## config.mk

```make
export PLATFORM = sky130hd
export DESIGN_NAME = key_mode_ctrl
export DESIGN_NICKNAME = d
export VERILOG_FILES = /design/src/rtl/key_mode_ctrl.sv
export SDC_FILE = /design/constraint.sdc
export NUM_CORES = 1
export LEC_CHECK = 0
export ABC_AREA = 1
export BUFFER_PORTS_ARGS = -buffer_cell sky130_fd_sc_hd__clkbuf_2
export CORE_MARGIN = 2
export CORE_UTILIZATION = 30
export CTS_CLUSTER_SIZE = 25
export DETAILED_ROUTE_END_ITERATION = 10
export GPL_TIMING_DRIVEN = 1
export PLACE_DENSITY = 0.45
export SLEW_MARGIN = 10
export SYNTH_ARGS = -nofsm -noshare
export SYNTH_HDL_FRONTEND = slang
export SYNTH_SLANG_ARGS = --single-unit
```

## constraint.sdc

```tcl
create_clock -name clk -period 1.7 [get_ports clk]
set_clock_uncertainty 0.05 [all_clocks]
set_input_delay 0.085 -clock clk [delete_from_list [all_inputs] [get_ports clk]]
set_output_delay 0.085 -clock clk [all_outputs]
set_load 0.02 [all_outputs]
```

## src/rtl/key_mode_ctrl.sv

```systemverilog
// Two-button display-mode selector: sync + debounce + hold/auto-repeat per key,
// wrap-around mode counter, one-cycle change strobe and an activity LED timer.

// Per-key channel: synchronizer, debouncer and IDLE/HELD/REPEAT step generator.
module key_chan #(
  parameter int DEB  = 65000,
  parameter int LONG = 52000000,
  parameter int REP  = 13000000
) (
  input  logic clk_i,
  input  logic rstn_i,
  input  logic key_i,
  output logic step_o
);
  localparam int DW = $clog2(DEB + 1);
  localparam int TW = $clog2(((LONG > REP) ? LONG : REP) + 1);
  localparam logic [DW-1:0] DEB_LAST  = DW'(DEB - 1);
  localparam logic [TW-1:0] LONG_LAST = TW'(LONG - 1);
  localparam logic [TW-1:0] REP_LAST  = TW'(REP - 1);

  typedef enum logic [1:0] {IDLE, HELD, REPEAT} state_t;

  logic [1:0]    sync_q;
  logic          s_k;
  logic          db_q, db_d, db_prev_q;
  logic [DW-1:0] dcnt_q, dcnt_d;
  logic          press;
  state_t        state_q, state_d;
  logic [TW-1:0] tmr_q, tmr_d;

  assign s_k   = sync_q[1];
  // Press is accepted the cycle after the debounced level falls.
  assign press = db_prev_q & ~db_q;

  // Synchronizer, debounce state and edge-history registers.
  always_ff @(posedge clk_i or negedge rstn_i) begin
    if (!rstn_i) begin
      sync_q    <= 2'b11;
      db_q      <= 1'b1;
      db_prev_q <= 1'b1;
      dcnt_q    <= '0;
    end else begin
      sync_q    <= {sync_q[0], key_i};
      db_q      <= db_d;
      db_prev_q <= db_q;
      dcnt_q    <= dcnt_d;
    end
  end

  // Debounce: any cycle matching the accepted level restarts the count.
  always_comb begin
    db_d   = db_q;
    dcnt_d = '0;
    if (s_k != db_q) begin
      if (dcnt_q == DEB_LAST) db_d = s_k;
      else                    dcnt_d = dcnt_q + DW'(1);
    end
  end

  // FSM state and hold/repeat timer registers.
  always_ff @(posedge clk_i or negedge rstn_i) begin
    if (!rstn_i) begin
      state_q <= IDLE;
      tmr_q   <= '0;
    end else begin
      state_q <= state_d;
      tmr_q   <= tmr_d;
    end
  end

  // Next state: release from any state returns to IDLE and drops the count.
  always_comb begin
    state_d = state_q;
    tmr_d   = tmr_q;
    case (state_q)
      IDLE: begin
        tmr_d = '0;
        if (press) state_d = HELD;
      end
      HELD: begin
        if (db_q) begin
          state_d = IDLE;
          tmr_d   = '0;
        end else if (tmr_q == LONG_LAST) begin
          state_d = REPEAT;
          tmr_d   = '0;
        end else begin
          tmr_d = tmr_q + TW'(1);
        end
      end
      REPEAT: begin
        if (db_q) begin
          state_d = IDLE;
          tmr_d   = '0;
        end else if (tmr_q == REP_LAST) begin
          tmr_d = '0;
        end else begin
          tmr_d = tmr_q + TW'(1);
        end
      end
      default: begin
        state_d = IDLE;
        tmr_d   = '0;
      end
    endcase
  end

  // Step on press, on the first long-hold expiry and on each repeat expiry.
  always_comb begin
    step_o = 1'b0;
    case (state_q)
      IDLE:    step_o = press;
      HELD:    step_o = ~db_q & (tmr_q == LONG_LAST);
      REPEAT:  step_o = ~db_q & (tmr_q == REP_LAST);
      default: step_o = 1'b0;
    endcase
  end
endmodule

module key_mode_ctrl #(
  parameter int DEBOUNCE_CYC = 65000,
  parameter int LONG_CYC     = 52000000,
  parameter int REPEAT_CYC   = 13000000,
  parameter int NUM_MODES    = 14,
  parameter int LED_CYC      = 6500000
) (
  input  logic       clk,
  input  logic       rstn,
  input  logic       key1,
  input  logic       key2,
  output logic [3:0] dis_mode,
  output logic       mode_chg,
  output logic       led
);
  localparam int LW = $clog2(LED_CYC + 1);
  localparam logic [3:0]    MODE_LAST = 4'(NUM_MODES - 1);
  localparam logic [LW-1:0] LED_LOAD  = LW'(LED_CYC);

  logic [1:0]    keys, step;
  logic [3:0]    mode_q, mode_d;
  logic          chg_q, chg_d;
  logic [LW-1:0] led_q, led_d;

  assign keys = {key2, key1};

  for (genvar g = 0; g < 2; g++) begin : g_key
    key_chan #(.DEB(DEBOUNCE_CYC), .LONG(LONG_CYC), .REP(REPEAT_CYC)) u_chan (
      .clk_i  (clk),
      .rstn_i (rstn),
      .key_i  (keys[g]),
      .step_o (step[g])
    );
  end

  // Mode, change strobe and LED timer registers.
  always_ff @(posedge clk or negedge rstn) begin
    if (!rstn) begin
      mode_q <= '0;
      chg_q  <= 1'b0;
      led_q  <= '0;
    end else begin
      mode_q <= mode_d;
      chg_q  <= chg_d;
      led_q  <= led_d;
    end
  end

  // Next mode with wrap; key1 wins a same-cycle collision, key2 is dropped.
  always_comb begin
    mode_d = mode_q;
    chg_d  = 1'b0;
    if (step[0]) begin
      mode_d = (mode_q == MODE_LAST) ? 4'd0 : mode_q + 4'd1;
      chg_d  = 1'b1;
    end else if (step[1]) begin
      mode_d = (mode_q == 4'd0) ? MODE_LAST : mode_q - 4'd1;
      chg_d  = 1'b1;
    end
  end

  // LED timer reloads with every change (retriggerable), else counts to 0.
  always_comb begin
    led_d = led_q;
    if (chg_d)               led_d = LED_LOAD;
    else if (led_q != '0)    led_d = led_q - LW'(1);
  end

  assign dis_mode = mode_q;
  assign mode_chg = chg_q;
  assign led      = (led_q != '0);
endmodule

```

==> flow_summary.ini, run 1 <==
[clocking]
clk_latency_ns = 0.42
clock-root-buffer = clkbuf_16
clock_sinks = 124
cts_htree_levels = 4
path_clk_slew_ns = 0.06
numCtsBuffers = 17
tritoncts = done
clockBufferDepth = 2

[outcome]
status = finished with violations
violations = setup timing

[worst_setup_path]
crit_path_top_delay_cell = dfrtp_1
cp-end-kind = output port
worst-path-max-fanout = 3
path_class = reg2out
crit_family = simple AND/OR/NAND/NOR gates
start_kind = flop
cpPeakStageDelay_ns = 0.40
worstPathCellList = nor2_2 > inv_2 > buf_6 > nor4_4 > nand4_1 > clkbuf_8
cp.arrival_ns = 1.78
worstPathRequired_ns = 1.56
cp.buffers_inverters = 3

[synth]
yosysMostFrequentCell = nand2_1
synth_warnings = 0
synthTopCellsByArea = dfrtp_1 42%, nand2_1 9.5%, nor2_1 8.7%
yosysSeqAreaShare_pct = 45.5
synth_top_area_share_pct = 42.4
ys.flop_type = dfrtp_1
syn_inst = 878
ys_async_sr_fraction_pct = 100
syn_nets = 896
synthDistinctLibCells = 38
synthTopCellsByCount = 174 x nand2_1, 158 x nor2_1, 116 x dfrtp_1, 116 x inv_1, 72 x nand3_1
yosysTopAreaCell = dfrtp_1
synth_edf_count = 0
syn_avg_cell_area_um2 = 7.79
synth_area_um2 = 6840
ys_seq_elements = 124

[die]
die_h_um = 155
dieWidth_um = 155
core_area_um2 = 22500
dieArea_um2 = 24000
io_pins = 10
initial_core_util_pct = 30.4
rows = 55

[timing]
worstMarginPinSlew_ns = 0.477
drv_slew = 0
setup-violations-final = 86
fin_crit_ns = 1.91
fin_ws_ns = -0.215
hold_viol = 0
rsz0062_at_grt = yes
relSlewSlack_pct = 68.2
fmax_ghz = 0.522
fin_crit_sh_pct = 113
whs_ns = 0.128

[flow_run]
cap_violations = 0

[power_and_ir_drop]
p_per_area_nw_per_um2 = 629
leakage_uw = 0.00474
vdd_drop_max_v = 0.000605

[placement]
dpl.hpwl_um = 11800
pre_cts_ws_ns = -0.150
port_buffers = 9
gp_congestion = 0.798
place_inst = 1313

[cells_and_area]
antennaDiodeCount = 0
area_growth_pct = 53.4
fin_cells = 1397
layout.nets = 1117
final_core_util_pct = 46.6
layout-drive-gt1-share_pct = 42.4

[routing]
vias = 6263
drtIter0Drc = 189
drt-pass1-iter-count = 4
drc_errors = 0
wire_per_inst_um = 12.6
via_per_inst = 4.48
ant_nets = 0
routed_wirelength_um = 17600

[global_routing]
overflow = 0
grt_first_pass_wirelength_um = 30200
grt_pass1_vias = 6252
grtUsageTotal_pct = 15.4
grt_antenna_before_repair = 0
grt_max_degree = 45

[hold_path]
hold_class = in2async
[metal layers]
metal	GRT usage (%)	up-vias	routed length, um
li1	-	3232	-
met1	20.7	2976	8500
met2	25.5	37	8610
met3	3.51	18	314
met4	3.22	0	204
met5	0	-	0
[through the flow]
step           setup TNS, ns  total power [uW]  instance area, um^2
2_1_floorplan         -0.952              3070                 6850
3_3_place_gp           -3.98              3180                 8360
3_5_place_dp           -5.66              3180                 8360
4_1_cts                -9.29              6690                 9770
5_1_grt               -19.64              6860                10500
6_report               -7.53              6600                10500
[logic make-up (layout without fill, tap and decap cells)]
logic type	count (synthesis)	in the layout	share of synthesized area (%)
buf+inv	129	363	7.63
compound gates	47	47	3.70
xor+xnor	52	52	6.66
simple gates	510	510	33.6
mux	2	2	0.311
fa+ha+maj	14	14	2.56
flops	124	124	45.5
[final cells by class]
cell class	count	area, um^2
multi-input combinational	625	4190
clock buffer	18	429
timing repair buffer	210	1810
clock inverter	14	123
fill	2183	12000
inverter	120	463
sequential	124	3110
timing repair inverter	1	11.3
tap	285	357
[what timing repair did]
item,CTS,global route
resized for setup,132,165
buffers inserted,26,25
cloned,5,0
hold buffers,3,0
pin swaps,48,68
hold endpoints to repair,118,0
setup endpoints to repair,93,103
[state kept, by name (all words and copies together) (netlist names)]
register	count
g_key.u_chan.tmr_q	52
g_key.u_chan.dcnt_q	32
led_q	23
dis_mode	4
g_key.u_chan.state_q	4
g_key.u_chan.sync_q	4
g_key.u_chan.db_prev_q	2
g_key.u_chan.db_q	2
mode_chg	1
[final timing paths]
check	startpoint	endpoint	slack [ns]	cells past startpoint
max	led_q[4]	led	-0.21	6
min	rstn	g_key[1].u_chan.tmr_q[14]	0.13	2
max reg2reg	led_q[1]	led_q[18]	-0.16	11
min reg2reg	g_key[1].u_chan.sync_q[0]	g_key[1].u_chan.sync_q[1]	0.30	0
max in group asynchronous	rstn	g_key[0].u_chan.db_prev_q	0.85	3
min in group clk	key1	g_key[0].u_chan.sync_q[0]	0.25	2
[power breakdown]
part	switching, uW	internal [uW]
clock network	1440	2010
registers	11.3	2970
logic	105	64.8
[cells in the final DEF, fill, tap and decap left out, types with 7 or more instances in the layout]
master / instances
nor3_2: 15
xor2_2: 9
xnor2_1: 7
xor2_1: 36
nor2_2: 44
buf_4: 165
dfrtp_1: 115
nand2_2: 26
buf_12: 11
nand2_1: 147
nor2_4: 37
nand3_4: 8
nand4_1: 18
nor2_1: 98
inv_2: 11
ha_1: 8
buf_6: 20
inv_1: 106
nand3_2: 26
dfstp_2: 8
a21oi_1: 19
clkbuf_16: 17
o21ai_0: 9
nor3_1: 12
nand2_4: 7
nand3_1: 39
clkbuf_2: 7
No activity file was read; power rests on OpenSTA's default activity.
==> inputs of run 2 (changes only) <==
Settings changed: ABC_AREA 1 to unset, PLACE_DENSITY 0.45 to 0.46.
==> flow_summary.ini, run 2 <==
[synth]
synth_edf_count = 0
yosysSeqAreaShare_pct = 49.6
syn_nets = 653
syn_avg_cell_area_um2 = 9.88
ys.flop_type = dfrtp_1
synth_area_um2 = 6270
yosysMostFrequentCell = nor2_1
ys_async_sr_fraction_pct = 100
synthTopCellsByCount = 120 x nor2_1, 116 x dfrtp_1, 52 x xor2_1, 44 x xnor2_1, 40 x nand3_1
synth_warnings = 0
syn_inst = 635
synthDistinctLibCells = 59
ys_seq_elements = 124
synth_top_area_share_pct = 46.3
yosysTopAreaCell = dfrtp_1
synthTopCellsByArea = dfrtp_1 46%, xor2_1 7.3%, nor2_1 7.2%

[routing]
drtIter0Drc = 188
ant_nets = 0
via_per_inst = 4.73
routed_wirelength_um = 15800
vias = 5340
drt-pass1-iter-count = 4
drc_errors = 0
wire_per_inst_um = 14.0

[placement]
pre_cts_ws_ns = -0.515
dpl.hpwl_um = 10100
place_area_um2 = 7940
port_buffers = 9
gp_congestion = 0.813

[worst_setup_path]
cp.arrival_ns = 2.49
worstPathRequired_ns = 1.99
crit_path_top_delay_cell = or4_4
cp-end-kind = flop
start_kind = flop
worst-path-max-fanout = 5
path_class = reg2reg
worstPathCellList = nor4b_2 > nand4_1 > nor4_4 > nor3_4 > or4_4 > a211oi_2
cpPeakStageDelay_ns = 0.43

[power_and_ir_drop]
power_uw = 7010
p_per_area_nw_per_um2 = 718
leakage_uw = 0.00432
vdd_drop_max_v = 0.000606

[cells_and_area]
max_flop_register = g_key.u_chan.tmr_q
largest_reg_flops = 52
area_growth_pct = 55.6
layout.nets = 863
layout-drive-gt1-share_pct = 45.6
nFillCells = 1850
antennaDiodeCount = 0
layout_commonest_cell = buf_4
stdcell_area_um2 = 9760
reg_top3 = g_key.u_chan.tmr_q (52), g_key.u_chan.dcnt_q (32), led_q (23)
final_cell_mix = 172 x buf_4, 115 x dfrtp_1, 65 x nor2_1

[timing]
relSlewSlack_pct = 70.6
hold_viol = 0
setup-violations-final = 102
fin_ws_ns = -0.494
rsz0062_at_grt = yes
fin_crit_ns = 2.19
fin_crit_sh_pct = 129
fmax_ghz = 0.456
worstMarginPinSlew_ns = 0.442
drv_slew = 0

[die]
core_area_um2 = 20400
rows = 52
die_h_um = 149
dieArea_um2 = 22100
io_pins = 10
dieWidth_um = 149
initial_core_util_pct = 30.8

[global_routing]
overflow = 0
grt_max_degree = 42
grt_antenna_before_repair = 0
grt_pass1_vias = 5624
grt_first_pass_wirelength_um = 26900
grtUsageTotal_pct = 15.3

[clocking]
cts_htree_levels = 4
clockBufferDepth = 2
numCtsBuffers = 17
path_clk_slew_ns = 0.06
clk_latency_ns = 0.43
clock_sinks = 124
clock-root-buffer = clkbuf_16
tritoncts = done

[hold_path]
hold_class = in2async

[outcome]
status = finished with violations
violations = setup timing

[flow_run]
cap_violations = 0
[run 2: cell types whose count changed in the layout (fill, tap and decap cells not counted), moves of 13 or more]
cell,change
nand2_1,-119
inv_1,-89
nor2_1,-33
xnor2_1,+33
nand3_2,-21
nor2_2,-18
nand2_2,-17
a21oi_1,-13
buf_6,-13
xor2_1,+13
[run 2: critical path, delay by kind of cell (launching register included)]
family	cells	cell delay, ns
AOI/OAI and AO/OA	1	0.18
and+or+nand+nor	5	1.47
DFF	1	0.41
[run 2: report_power, final]
part	switching (uW)	leakage (uW)	internal (uW)
logic	101	0.00232	60.6
registers	15.8	0.00170	2970
clock network	1410	0.000303	2450
[run 2: kinds of logic (layout without fill, tap and decap cells)]
kind of cell	Yosys count	after routing	share of synthesized area, %
xor gates and xnor gates	96	96	13.4
DFF	124	124	49.6
and+or+nand+nor	324	324	27.3
muxes	2	2	0.359
AOI/OAI and AO/OA	40	40	4.25
adders and majority gates	14	14	2.79
buffers and inverters	35	258	2.27
[run 2: worst paths after layout]
path / startpoint / slack [ns] / cells past startpoint / end
min: rstn / 0.09 / 2 / g_key[1].u_chan.tmr_q[14]
max in group asynchronous: rstn / 0.87 / 3 / g_key[0].u_chan.db_prev_q
min reg2reg: g_key[1].u_chan.sync_q[0] / 0.30 / 0 / g_key[1].u_chan.sync_q[1]
max reg2reg: g_key[1].u_chan.tmr_q[20] / -0.49 / 6 / dis_mode[1]
max: g_key[1].u_chan.tmr_q[20] / -0.49 / 6 / dis_mode[1]
min in group clk: key1 / 0.23 / 2 / g_key[0].u_chan.sync_q[0]
[run 2: timing repair]
| item | CTS | global route |
|---|---|---|
| pin swaps | 28 | 38 |
| endpoints found under the setup margin | 117 | 118 |
| hold endpoints to repair | 118 | 0 |
| buffers inserted | 18 | 17 |
| hold buffers | 3 | 0 |
| cloned | 6 | 0 |
| gates resized for setup | 95 | 103 |
[run 2: final cells by class]
type	count	area (um^2)	share of cell area, %
Multi-Input combinational cell	476	3810	39.1
Sequential cell	124	3110	31.9
Timing Repair Buffer	205	1770	18.1
Clock buffer	17	425	4.36
Tap cell	270	338	3.46
Clock inverter	15	199	2.04
Inverter	20	87.6	0.897
Timing Repair inverter	1	16.3	0.167
[run 2: stage by stage]
step	std cells	util, %	setup TNS (ns)	hold WS, ns
floorplan	635	-	-8.83	-0.261
global placement	1058	39.0	-24.25	0.00833
detailed placement	1058	39.0	-27.39	0.0129
CTS	1116	45.5	-26.18	0.0935
global route	1128	47.9	-40.37	0.131
finish	1128	47.9	-30.53	0.0908
[run 2: metal layers]
metal  track usage (%)  share of wire, %  up-vias
met3              3.80               2.4       16
met2              25.9                52       55
met5                 0                 0        -
li1                  -                 -     2616
met1              19.1                44     2653
met4              5.05               1.4        0
